[src/rtl/prio_enc_rr.sv]
// Priority encoder with fixed or round-robin arbitration behind a one-deep output register stage.
// Optional one-hot result output is enabled by defining PRIO_ENC_ONEHOT_EN.
module prio_enc_rr #(
    parameter  int WIDTH = 16,
    localparam int OUT_W = $clog2(WIDTH)
) (
    input  logic             clk,
    input  logic             rst,
    input  logic             en,
    input  logic             rr_mode,
    input  logic [WIDTH-1:0] bin_in,
    input  logic             in_valid,
    output logic             in_ready,
    output logic [OUT_W-1:0] bin_out,
    output logic             any_out,
    output logic             out_valid,
    input  logic             out_ready
`ifdef PRIO_ENC_ONEHOT_EN
    ,
    output logic [WIDTH-1:0] onehot_out
`endif
);

    localparam logic [WIDTH-1:0] ONE_W = {{(WIDTH-1){1'b0}}, 1'b1};

    function automatic logic [OUT_W-1:0] lowest_set(input logic [WIDTH-1:0] req);
        logic [OUT_W-1:0] idx;
        idx = {OUT_W{1'b0}};
        for (int i = WIDTH - 1; i >= 0; i--) begin
            idx = req[i] ? OUT_W'(i) : idx;
        end
        return idx;
    endfunction

    // Requests above ptr win first; otherwise the search wraps to the lowest set bit, which may be ptr itself.
    function automatic logic [OUT_W-1:0] rr_select(input logic [WIDTH-1:0] req,
                                                   input logic [OUT_W-1:0] ptr);
        logic [WIDTH-1:0] upto_ptr;
        logic [WIDTH-1:0] above_ptr;
        upto_ptr  = ((ONE_W << ptr) << 1) - ONE_W;
        above_ptr = req & ~upto_ptr;
        return (|above_ptr) ? lowest_set(above_ptr) : lowest_set(req);
    endfunction

    logic             out_valid_q, out_valid_d;
    logic [OUT_W-1:0] bin_out_q, bin_out_d;
    logic             any_out_q, any_out_d;
    logic [OUT_W-1:0] ptr_q, ptr_d;
    logic             accept_s;
    logic             win_any_s;
    logic [OUT_W-1:0] win_idx_s;

    assign in_ready  = !out_valid_q || out_ready;
    assign accept_s  = in_valid && in_ready;
    assign out_valid = out_valid_q;
    assign bin_out   = bin_out_q;
    assign any_out   = any_out_q;

    // Winner selection for the beat currently presented.
    always_comb begin
        win_any_s = en & (|bin_in);
        if (rr_mode) begin
            win_idx_s = rr_select(bin_in, ptr_q);
        end else begin
            win_idx_s = lowest_set(bin_in);
        end
    end

    // Next state of the output stage and the round-robin pointer.
    always_comb begin
        out_valid_d = out_valid_q;
        bin_out_d   = bin_out_q;
        any_out_d   = any_out_q;
        ptr_d       = ptr_q;
        if (accept_s) begin
            out_valid_d = 1'b1;
            bin_out_d   = win_any_s ? win_idx_s : {OUT_W{1'b0}};
            any_out_d   = win_any_s;
            if (rr_mode && win_any_s) begin
                ptr_d = win_idx_s;
            end else begin
                ptr_d = ptr_q;
            end
        end else if (out_valid_q && out_ready) begin
            out_valid_d = 1'b0;
        end else begin
            out_valid_d = out_valid_q;
        end
    end

    // State registers; reset discards any in-flight result and points the search at index 0.
    always_ff @(posedge clk) begin
        if (rst) begin
            out_valid_q <= 1'b0;
            bin_out_q   <= {OUT_W{1'b0}};
            any_out_q   <= 1'b0;
            ptr_q       <= OUT_W'(WIDTH - 1);
        end else begin
            out_valid_q <= out_valid_d;
            bin_out_q   <= bin_out_d;
            any_out_q   <= any_out_d;
            ptr_q       <= ptr_d;
        end
    end

`ifdef PRIO_ENC_ONEHOT_EN
    logic [WIDTH-1:0] onehot_q, onehot_d;

    assign onehot_out = onehot_q;

    // One-hot copy of the result, loaded alongside bin_out.
    always_comb begin
        if (accept_s) begin
            onehot_d = win_any_s ? (ONE_W << win_idx_s) : {WIDTH{1'b0}};
        end else begin
            onehot_d = onehot_q;
        end
    end

    // One-hot result register.
    always_ff @(posedge clk) begin
        if (rst) begin
            onehot_q <= {WIDTH{1'b0}};
        end else begin
            onehot_q <= onehot_d;
        end
    end
`else
    // Without the one-hot option the encoder presents only bin_out/any_out.
`endif

endmodule

[config.mk]
export PLATFORM = sky130hd
export DESIGN_NAME = prio_enc_rr
export DESIGN_NICKNAME = d
export VERILOG_FILES = /design/src/rtl/prio_enc_rr.sv
export SDC_FILE = /design/constraint.sdc
export NUM_CORES = 1
export LEC_CHECK = 0
export CAP_MARGIN = 20
export CORE_ASPECT_RATIO = 1.25
export CORE_MARGIN = 4
export CORE_UTILIZATION = 53
export CTS_CLUSTER_DIAMETER = 120
export DETAILED_ROUTE_END_ITERATION = 7
export GPL_TIMING_DRIVEN = 0
export PLACE_DENSITY = 0.94
export SLEW_MARGIN = 20
export SYNTH_ARGS = -nofsm -noshare
export SYNTH_HDL_FRONTEND = slang
export SYNTH_SLANG_ARGS = --single-unit
[constraint.sdc]
create_clock -name clk -period 6.11 [get_ports clk]
set_input_delay 1.222 -clock clk [delete_from_list [all_inputs] [get_ports clk]]
set_output_delay 1.222 -clock clk [all_outputs]
set_load 0.05 [all_outputs]
==> results.toml, run 1 <==
[synth]
synthCells = 158
ys.flop_type = "dfxtp_1"
yosys.area_share.simple_pct = 29.5
synth-compound-area-share_pct = 44.1
synthTopCellsByCount = "nand2_1, nor2_1, a21oi_1, dfxtp_1, o21ai_0"
synthArstFlopShare_pct = 0
ys_ff_latch = 10
avgSynthCellArea_um2 = 7.21
synth.area.mux_share_pct = 0.878
syn_area_mm2 = 0.00114
ys_types = 53
synth_top_family_by_area = "compound AO/OA/AOI/OAI gates"
synth_top_area_share_pct = 17.6
synthXorXnorAreaFrac_pct = 0.768
yosys.area.top_type = "dfxtp_1"
synthAdderAreaFrac_pct = 1.10
yosys_warnings = 0
synth_area_leaders = "dfxtp_1, a21oi_1, nand2_1"
synth_edf_count = 0
syn_nets = 181
synth-seq-area-share_pct = 17.6

[timing]
maxSlewViolCount = 0
finalClockSkew_ps = 5.23
finalSetupTns_ps = 0
rsz0062_at_grt = "false"
setup_ws_ps = 2140
hold_viol = 0
max_freq_mhz = 252
post-route-min-period_ps = 3970
setup_viol = 0
hold_ws_ps = 492
worst_pin_slew_ps = 517
layout_worst_path_cycle_share_pct = 65.0
maxSlewHeadroom_pct = 65.4

[grt]
grt_pass1_wl_mm = 6.41
grt_remaining_overflow = 0
grt_start_max_net_pins = 11
grt_pass1_vias = 1373
track_usage_pct = 28.2
antenna_found_initial = 0

[power_and_ir_drop]
p_clk_share_pct = 27.3
power.internal_uw = 146
ir_worst_vdd_v = 0.000145
powerDensity_mw_per_mm2 = 154
p_comb_share_pct = 41.5
seqPwrFrac_pct = 31.2
p_sw_uw = 82.1
p_leak_uw = 0.000576
power_uw = 228
swShare_pct = 36.0

[final_layout]
drive_gt1_share_pct = 6.84
multi_input_area_um2 = 871
seq_area_um2 = 200
fin_nets = 214
n_antenna_cell = 0
nFillCells = 156
syn_to_final_growth_pct = 30.0

[worst_setup_path]
crit_top_cell = "clkdlybuf4s50_1"
end_kind = "output port"
crit_chain = "clkdlybuf4s50_1, nand2b_1, clkdlybuf4s50_1"
path_class = "in2out"
crit_slowest_cell = "clkdlybuf4s50_1"
ff2ff_path_depth = 12
critPathMaxStageDelay_ps = 850
required_ps = 4890
critPathLaunchType = "input port"
critPathMaxFanout = 5
cp_data_arrival_time_ps = 2750

[clocking]
cts_resized = 0
numCtsBuffers = 3
holdBufCountCts = 0
cts_max_level = 1
ctsRootBufferMaster = "clkbuf_4"
post_cts_buffers = 0
cts_max_path_buffers = 2
clock_latency_ps = 280
clk_pin_slew_ps = 70
tritoncts = "built"
cts_sinks = 10

[floorplanning]
die_y_um = 59.9
die_w_um = 49.5
dieArea_mm2 = 0.00296
start_util_pct = 56.9
core-area_mm2 = 0.00200
rows = 18
io_pins = 29

[drt]
finalWirelength_mm = 3.96
drc = 0
wl_met3_um = 274
wl_per_cell_um = 18.8
wl_met2_mm = 1.95
firstDrtPassIters = 5
highest_layer = "met4"
drt-initial-drc-count = 95
wl_met1_mm = 1.58
drtAntennaViolNets = 0
vias_per_cell = 7.02
vias = 1474

[placement]
post-place-ws_ps = 2150
gp_congestion = 1.01
hpwl_mm = 3.01
port-buffer-count = 28

[outcome]
outcome = "complete, no violations"

[worst_hold_path]
hold_path_depth = 1
min_path_type = "reg2reg"

[flow_run]
maxCapViolations = 0
[worst max-delay path, delay by kind of cell]
family	cells	cell delay (ps)
and+or+nand+nor	1	220
buffers and inverters	2	1310
[path summary, 6_finish.rpt]
path,start,slack (ps),end
max reg2reg,ptr_q[1]$_SDFFE_PP1P_,2640,ptr_q[0]$_SDFFE_PP1P_
max,out_ready,2140,in_ready
min reg2reg,bin_out[0]$_SDFFE_PP0P_,490,bin_out[0]$_SDFFE_PP0P_
min,bin_out[0]$_SDFFE_PP0P_,490,bin_out[0]$_SDFFE_PP0P_
[per-stage QoR]
step / area [um^2] / cells / util, %
global placement: 1450 / 206 / 72.1
global route: 1480 / 210 / 73.9
floorplan: 1140 / 158 / -
detailed placement: 1450 / 206 / 72.1
finish: 1480 / 210 / 73.9
CTS: 1480 / 210 / 73.9
[flip-flops by register name, indices dropped and copies added, names as in the netlist]
signal	flops
any_out	1
bin_out	4
ptr_q	4
out_valid	1
[cell type report]
cell class	count	share of cell area, %
multi-input combinational	133	58.8
buffer	8	2.87
tap	20	1.69
timing repair buffer	28	18.9
clock buffer	4	2.45
sequential	10	13.5
inverter	7	1.77
[layout by cell type, fill, tap and decap left out, drive strengths merged, types with 3 or more instances in the layout]
master          n
nand2b          4
a31oi           4
and2            4
nor2b           6
inv             7
nor4            3
a22oi           3
o21ai           8
nand3           5
a211o           5
dfxtp          10
clkdlybuf4s50  28
a211oi          3
clkbuf          7
a21o            4
buf             5
nor2           14
a2bb2oi         3
a21oi          13
nand2          14
[power by group through the flow]
stage	logic [uW]	clock network (uW)	registers [uW]
after CTS	92.7	61.8	71.0
after floorplan	49.1	0	78.6
after global placement	90.2	0	72.4
final	94.6	62.4	71.2
after detailed placement	91.8	0	72.5
after global routing	102	66.0	71.5
[per-layer routing]
metal	track usage, %	vias up
li1	-	684
met1	30.7	688
met2	51.5	87
met3	4.24	15
met4	17.8	0
met5	0	-
[cell families after synthesis]
group | count (synthesis)
AOI/OAI and AO/OA | 67
and+or+nand+nor | 63
buffers and inverters | 15
DFF | 10
xor gates and xnor gates | 1
muxes | 1
adders and majority gates | 1
No activity file was read; power rests on OpenSTA's default activity.
==> run 2: changes to the inputs <==
--- a/config.mk
+++ b/config.mk
@@ -8,11 +8,11 @@
 export CAP_MARGIN = 20
 export CORE_ASPECT_RATIO = 1.25
 export CORE_MARGIN = 4
-export CORE_UTILIZATION = 53
+export CORE_UTILIZATION = 44
 export CTS_CLUSTER_DIAMETER = 120
 export DETAILED_ROUTE_END_ITERATION = 7
 export GPL_TIMING_DRIVEN = 0
-export PLACE_DENSITY = 0.94
+export PLACE_DENSITY = 0.84
 export SLEW_MARGIN = 20
 export SYNTH_ARGS = -nofsm -noshare
 export SYNTH_HDL_FRONTEND = slang
==> constraint.sdc (replaced) <==
create_clock -name clk -period 3.2 [get_ports clk]
set_input_delay 0.64 -clock clk [delete_from_list [all_inputs] [get_ports clk]]
set_output_delay 0.64 -clock clk [all_outputs]
set_load 0.05 [all_outputs]
==> run 2 against run 1 <==
Critical path depth is 8 higher; sequential share of layout area shrank 0.64 points; combinational power rose by 100%; clock power increased by 78%; sequential power grew 91%; utilization shrank 10 points; flip-flop and latch count did not move; routed wire length decreased by 1.8%; hold slack got worse by 12 ps; largest power group unchanged; register-to-register slack got worse by 2500 ps; first-iteration DRC count shrank 6.3%.
==> results.toml, run 2 (synthesized netlist as in run 1, its figures left out) <==
[worst_setup_path]
path_class = "reg2reg"
startpoint = "ptr_q[0]$_SDFFE_PP1P_"
crit_slowest_cell = "or4b_4"
critPathLaunchType = "flop"
crit_top_cell = "buf_4"
ff2ff_path_depth = 11
crit_chain = "buf_4, nor2_4, nand2_1, ha_1, or4b_4, and2_4, a311o_1, o41ai_4, buf_4, a211oi_2, a211o_1"
required_ps = 3350
endpoint = "ptr_q[0]$_SDFFE_PP1P_"
reg2reg_slack_ps = 140
critPathMaxStageDelay_ps = 510
cp_data_arrival_time_ps = 3210
end_kind = "flop"
r2r-end = "ptr_q[0]$_SDFFE_PP1P_"
critPathMaxFanout = 10
timing.rr.start = "ptr_q[0]$_SDFFE_PP1P_"

[final_layout]
design_area_mm2 = 0.00156
n_antenna_cell = 0
syn_to_final_growth_pct = 36.4
nFillCells = 248
fin_nets = 217
multi_input_area_um2 = 897
layout_common_cells = "clkdlybuf4s50_1, nand2_1, a21oi_1"
drive_gt1_share_pct = 11.4
finish.utilization_pct = 63.4
final_common_cell = "clkdlybuf4s50_1"
seq_area_um2 = 200

[clocking]
holdBufCountCts = 0
numCtsBuffers = 3
clock_latency_ps = 260
tritoncts = "built"
cts_sinks = 10
ctsRootBufferMaster = "clkbuf_4"
cts_max_level = 1
cts_max_path_buffers = 2
clk_pin_slew_ps = 60

[power_and_ir_drop]
p_leak_uw = 0.000597
ir_worst_vdd_v = 0.000233
powerDensity_mw_per_mm2 = 282

[grt]
grt_remaining_overflow = 0
grt_pass1_wl_mm = 6.38
antenna_found_initial = 0
grt_start_max_net_pins = 11
track_usage_pct = 23.9
grt_pass1_vias = 1422

[floorplanning]
start_util_pct = 46.5
rows = 20
core-area_mm2 = 0.00245
die_y_um = 64.9
die_w_um = 53.5
io_pins = 29
dieArea_mm2 = 0.00347

[placement]
post-place-ws_ps = -30.6
hpwl_mm = 3.06
place_area_mm2 = 0.00146
gp_congestion = 0.960
port-buffer-count = 28

[timing]
setup_ws_ps = 139
setup_viol = 0
worst_pin_slew_ps = 584
hold_viol = 0
layout_worst_path_cycle_share_pct = 95.7
finalClockSkew_ps = 2.34
maxSlewHeadroom_pct = 60.7
finalSetupTns_ps = 0
hold_ws_ps = 480
post-route-min-period_ps = 3060
maxSlewViolCount = 0
max_freq_mhz = 327

[drt]
drc = 0
drtAntennaViolNets = 0
finalWirelength_mm = 3.89
vias = 1446
highest_layer = "met4"
wl_met3_um = 270
firstDrtPassIters = 4
wl_met2_mm = 1.96
wl_met1_mm = 1.52
wl_per_cell_um = 17.2
vias_per_cell = 6.40
drt-initial-drc-count = 89

[flow_run]
maxCapViolations = 0

[outcome]
outcome = "complete, no violations"

[worst_hold_path]
min_path_type = "reg2reg"
==> run 2: cell types whose count changed in the layout (fill, tap and decap cells not counted), sizes merged <==
cell | before | now
clkbuf | 7 | 8
buf | 5 | 7
==> run 2: report_power, final <==
group / total, uW / switching [uW] / internal [uW]
sequential: 136 / 4.65 / 131
combinational: 192 / 105 / 87.6
clock: 111 / 41.5 / 69.0
==> run 2: worst min path at each step <==
stage / depth (start not counted) / slack (ps) / endpoint / from
after CTS: 1 / 480 / bin_out[1]$_SDFFE_PP0P_ / bin_out[1]$_SDFFE_PP0P_
after global placement: 1 / 470 / bin_out[1]$_SDFFE_PP0P_ / bin_out[1]$_SDFFE_PP0P_
after floorplan: 3 / 670 / ptr_q[1]$_SDFFE_PP1P_ / ptr_q[1]$_SDFFE_PP1P_
after global routing: 1 / 520 / bin_out[0]$_SDFFE_PP0P_ / bin_out[0]$_SDFFE_PP0P_
after detailed placement: 1 / 460 / bin_out[1]$_SDFFE_PP0P_ / bin_out[1]$_SDFFE_PP0P_
final: 1 / 480 / bin_out[1]$_SDFFE_PP0P_ / bin_out[1]$_SDFFE_PP0P_
==> run 2: timing repair <==
item                                    CTS  global route
setup buffers                             0             3
gates resized for setup                   0            13
endpoints found under the setup margin    0             6
==> run 2: layer usage <==
metal  GRT usage [%]  vias to the layer above
li1                -                      683
met1            27.7                      666
met2            41.9                       83
met3            2.53                       14
met4            11.5                        0
met5               0                        -
==> run 2: metrics by stage <==
step | cells | total power, uW
2_1_floorplan | 158 | 244
3_3_place_gp | 219 | 309
3_5_place_dp | 219 | 313
4_1_cts | 223 | 426
5_1_grt | 226 | 462
6_report | 226 | 439
==> run 2: final cells by class <==
| type | count | area share [%] |
|---|---|---|
| flip-flops and latches | 10 | 12.9 |
| multi-input cells | 133 | 57.7 |
| clock buffers | 4 | 2.33 |
| plain buffers | 8 | 3.30 |
| repair buffers | 31 | 19.5 |
| well taps | 33 | 2.65 |
| inverters | 7 | 1.69 |
==> run 2: critical path, delay by kind of cell (launching register included) <==
family / cells / cell delay [ps]
AO/OA/AOI/OAI: 4 / 1070
AND/OR/NAND/NOR: 4 / 900
flip-flops: 1 / 350
adder cells (fa/ha/maj): 1 / 230
buffers and inverters: 2 / 390
==> run 3: changes to the inputs <==
==> constraint.sdc (replaced) <==
create_clock -name clk -period 2.7 [get_ports clk]
set_input_delay 0.54 -clock clk [delete_from_list [all_inputs] [get_ports clk]]
set_output_delay 0.54 -clock clk [all_outputs]
set_load 0.05 [all_outputs]
==> run 3 against run 2 <==
The run now ends with negative setup slack left; combinational power grew 23%; hold slack gained 4.0 ps; setup slack lost 250 ps; first-iteration DRC count shrank 16%; flip-flop and latch count is the same; routed wire length grew 8.8%; critical path type unchanged; largest power group unchanged; highest routed layer unchanged.
==> results.toml, run 3 (synthesized netlist as in run 1, its figures left out) <==
[timing]
post-route-min-period_ps = 2810
finalClockSkew_ps = 8.82
max_freq_mhz = 356
maxSlewViolCount = 0
worst_pin_slew_ps = 507
rsz0062_at_grt = "true"
layout_worst_path_cycle_share_pct = 104
maxSlewHeadroom_pct = 65.9
hold_viol = 0
hold_ws_ps = 484
setup_ws_ps = -113
setup_viol = 4

[floorplanning]
start_util_pct = 46.5
die_y_um = 64.9
io_pins = 29
core-area_mm2 = 0.00245
dieArea_mm2 = 0.00347
rows = 20
die_w_um = 53.5

[grt]
grt_start_max_net_pins = 11
track_usage_pct = 24.9
grt_remaining_overflow = 0
grt_pass1_vias = 1424
grt_pass1_wl_mm = 6.60
antenna_found_initial = 0

[final_layout]
n_antenna_cell = 0
multi_input_area_um2 = 933
nFillCells = 215
syn_to_final_growth_pct = 45.9
final_common_cell = "clkdlybuf4s50_1"
layout_common_cells = "clkdlybuf4s50_1, nand2_1, a21oi_1, buf_4, nor2_1"
drive_gt1_share_pct = 18.0
seq_area_um2 = 213
fin_nets = 224

[clocking]
clk_pin_slew_ps = 70
tritoncts = "built"
ctsRootBufferMaster = "clkbuf_4"
cts_max_level = 1
clock_latency_ps = 280
numCtsBuffers = 3
cts_max_path_buffers = 2
cts_sinks = 10
holdBufCountCts = 0

[placement]
hpwl_mm = 2.94
post-place-ws_ps = -375
port-buffer-count = 28
gp_congestion = 0.947

[drt]
drt-initial-drc-count = 75
drc = 0
finalWirelength_mm = 4.23
drtAntennaViolNets = 0
wl_per_cell_um = 18.1
vias = 1517
firstDrtPassIters = 5
vias_per_cell = 6.51

[worst_setup_path]
required_ps = 2860
cp_data_arrival_time_ps = 2970
crit_chain = "buf_8, nor2_4, nand2_2, ha_4, or4b_4, and2_4, a311o_1, o41ai_4, buf_4, a21oi_1, a22o_1"
critPathMaxFanout = 5
path_class = "reg2reg"
path_buf_inv = 2
path_delay_family = "compound AO/OA/AOI/OAI gates"
critPathMaxStageDelay_ps = 480
critPathLaunchType = "flop"
reg2reg_slack_ps = -110
end_kind = "flop"
crit_slowest_cell = "or4b_4"

[outcome]
outcome = "complete, but fails checks"
violations = "negative setup slack"

[power_and_ir_drop]
ir_worst_vdd_v = 0.000292
powerDensity_mw_per_mm2 = 323
p_leak_uw = 0.000643
power_uw = 537

[worst_hold_path]
min_path_type = "reg2reg"

[flow_run]
maxCapViolations = 0
run 3: cell count changes in the layout (fill, tap and decap cells not counted), moves of 2 or more:
cell      previous run  this run
dfxtp_4              0         3
dfxtp_1             10         6
buf_4                5        13
a211oi_2             2         0
a211oi_1             1         3
run 3: final timing paths:
path / start / endpoint / depth (start not counted)
worst min register to register: bin_out[1]$_SDFFE_PP0P_ / bin_out[1]$_SDFFE_PP0P_ / 1
worst max register to register: ptr_q[0]$_SDFFE_PP1P_ / bin_out[0]$_SDFFE_PP0P_ / 11
worst min-delay path: bin_out[1]$_SDFFE_PP0P_ / bin_out[1]$_SDFFE_PP0P_ / 1
worst max-delay path: ptr_q[0]$_SDFFE_PP1P_ / bin_out[0]$_SDFFE_PP0P_ / 11
run 3: timing repair:
item,4_1_cts,5_1_grt
cloned,0,0
resized for setup,15,8
setup buffers,9,4
endpoints found under the setup margin,6,7
pin swaps,9,3
run 3: per-stage QoR:
step | std cells | cell area (um^2) | utilization [%] | TNS [ps]
2_1_floorplan | 158 | 1160 | - | 0
3_3_place_gp | 219 | 1480 | 60.4 | -1240
3_5_place_dp | 219 | 1480 | 60.4 | -1550
4_1_cts | 232 | 1630 | 66.6 | -381
5_1_grt | 233 | 1660 | 67.8 | -1020
6_report | 233 | 1660 | 67.8 | -404
run 3: final cells by class:
class / instances / area share (%)
Buffer: 5 / 1.96
Clock buffer: 4 / 2.18
Inverter: 7 / 1.58
Multi-Input combinational cell: 133 / 56.1
Sequential cell: 10 / 12.8
Tap cell: 33 / 2.48
Timing Repair Buffer: 41 / 22.9
run 3: power breakdown:
part	leakage [uW]	switching (uW)	internal (uW)	total, uW
Sequential	0.0000814	7.45	154	162
Clock	0.0000210	57.3	82.1	139
Combinational	0.000541	128	108	236
Total	0.000643	192	344	537
run 3: layer usage:
layer / vias to the layer above / share of wire [%] / GRT usage [%] / wire, um
li1: 702 / - / - / -
met1: 689 / 37 / 27.9 / 1560
met2: 100 / 50 / 44.2 / 2120
met3: 26 / 8.0 / 5.52 / 340
met4: 0 / 4.8 / 8.95 / 202
met5: - / 0 / 0 / 0
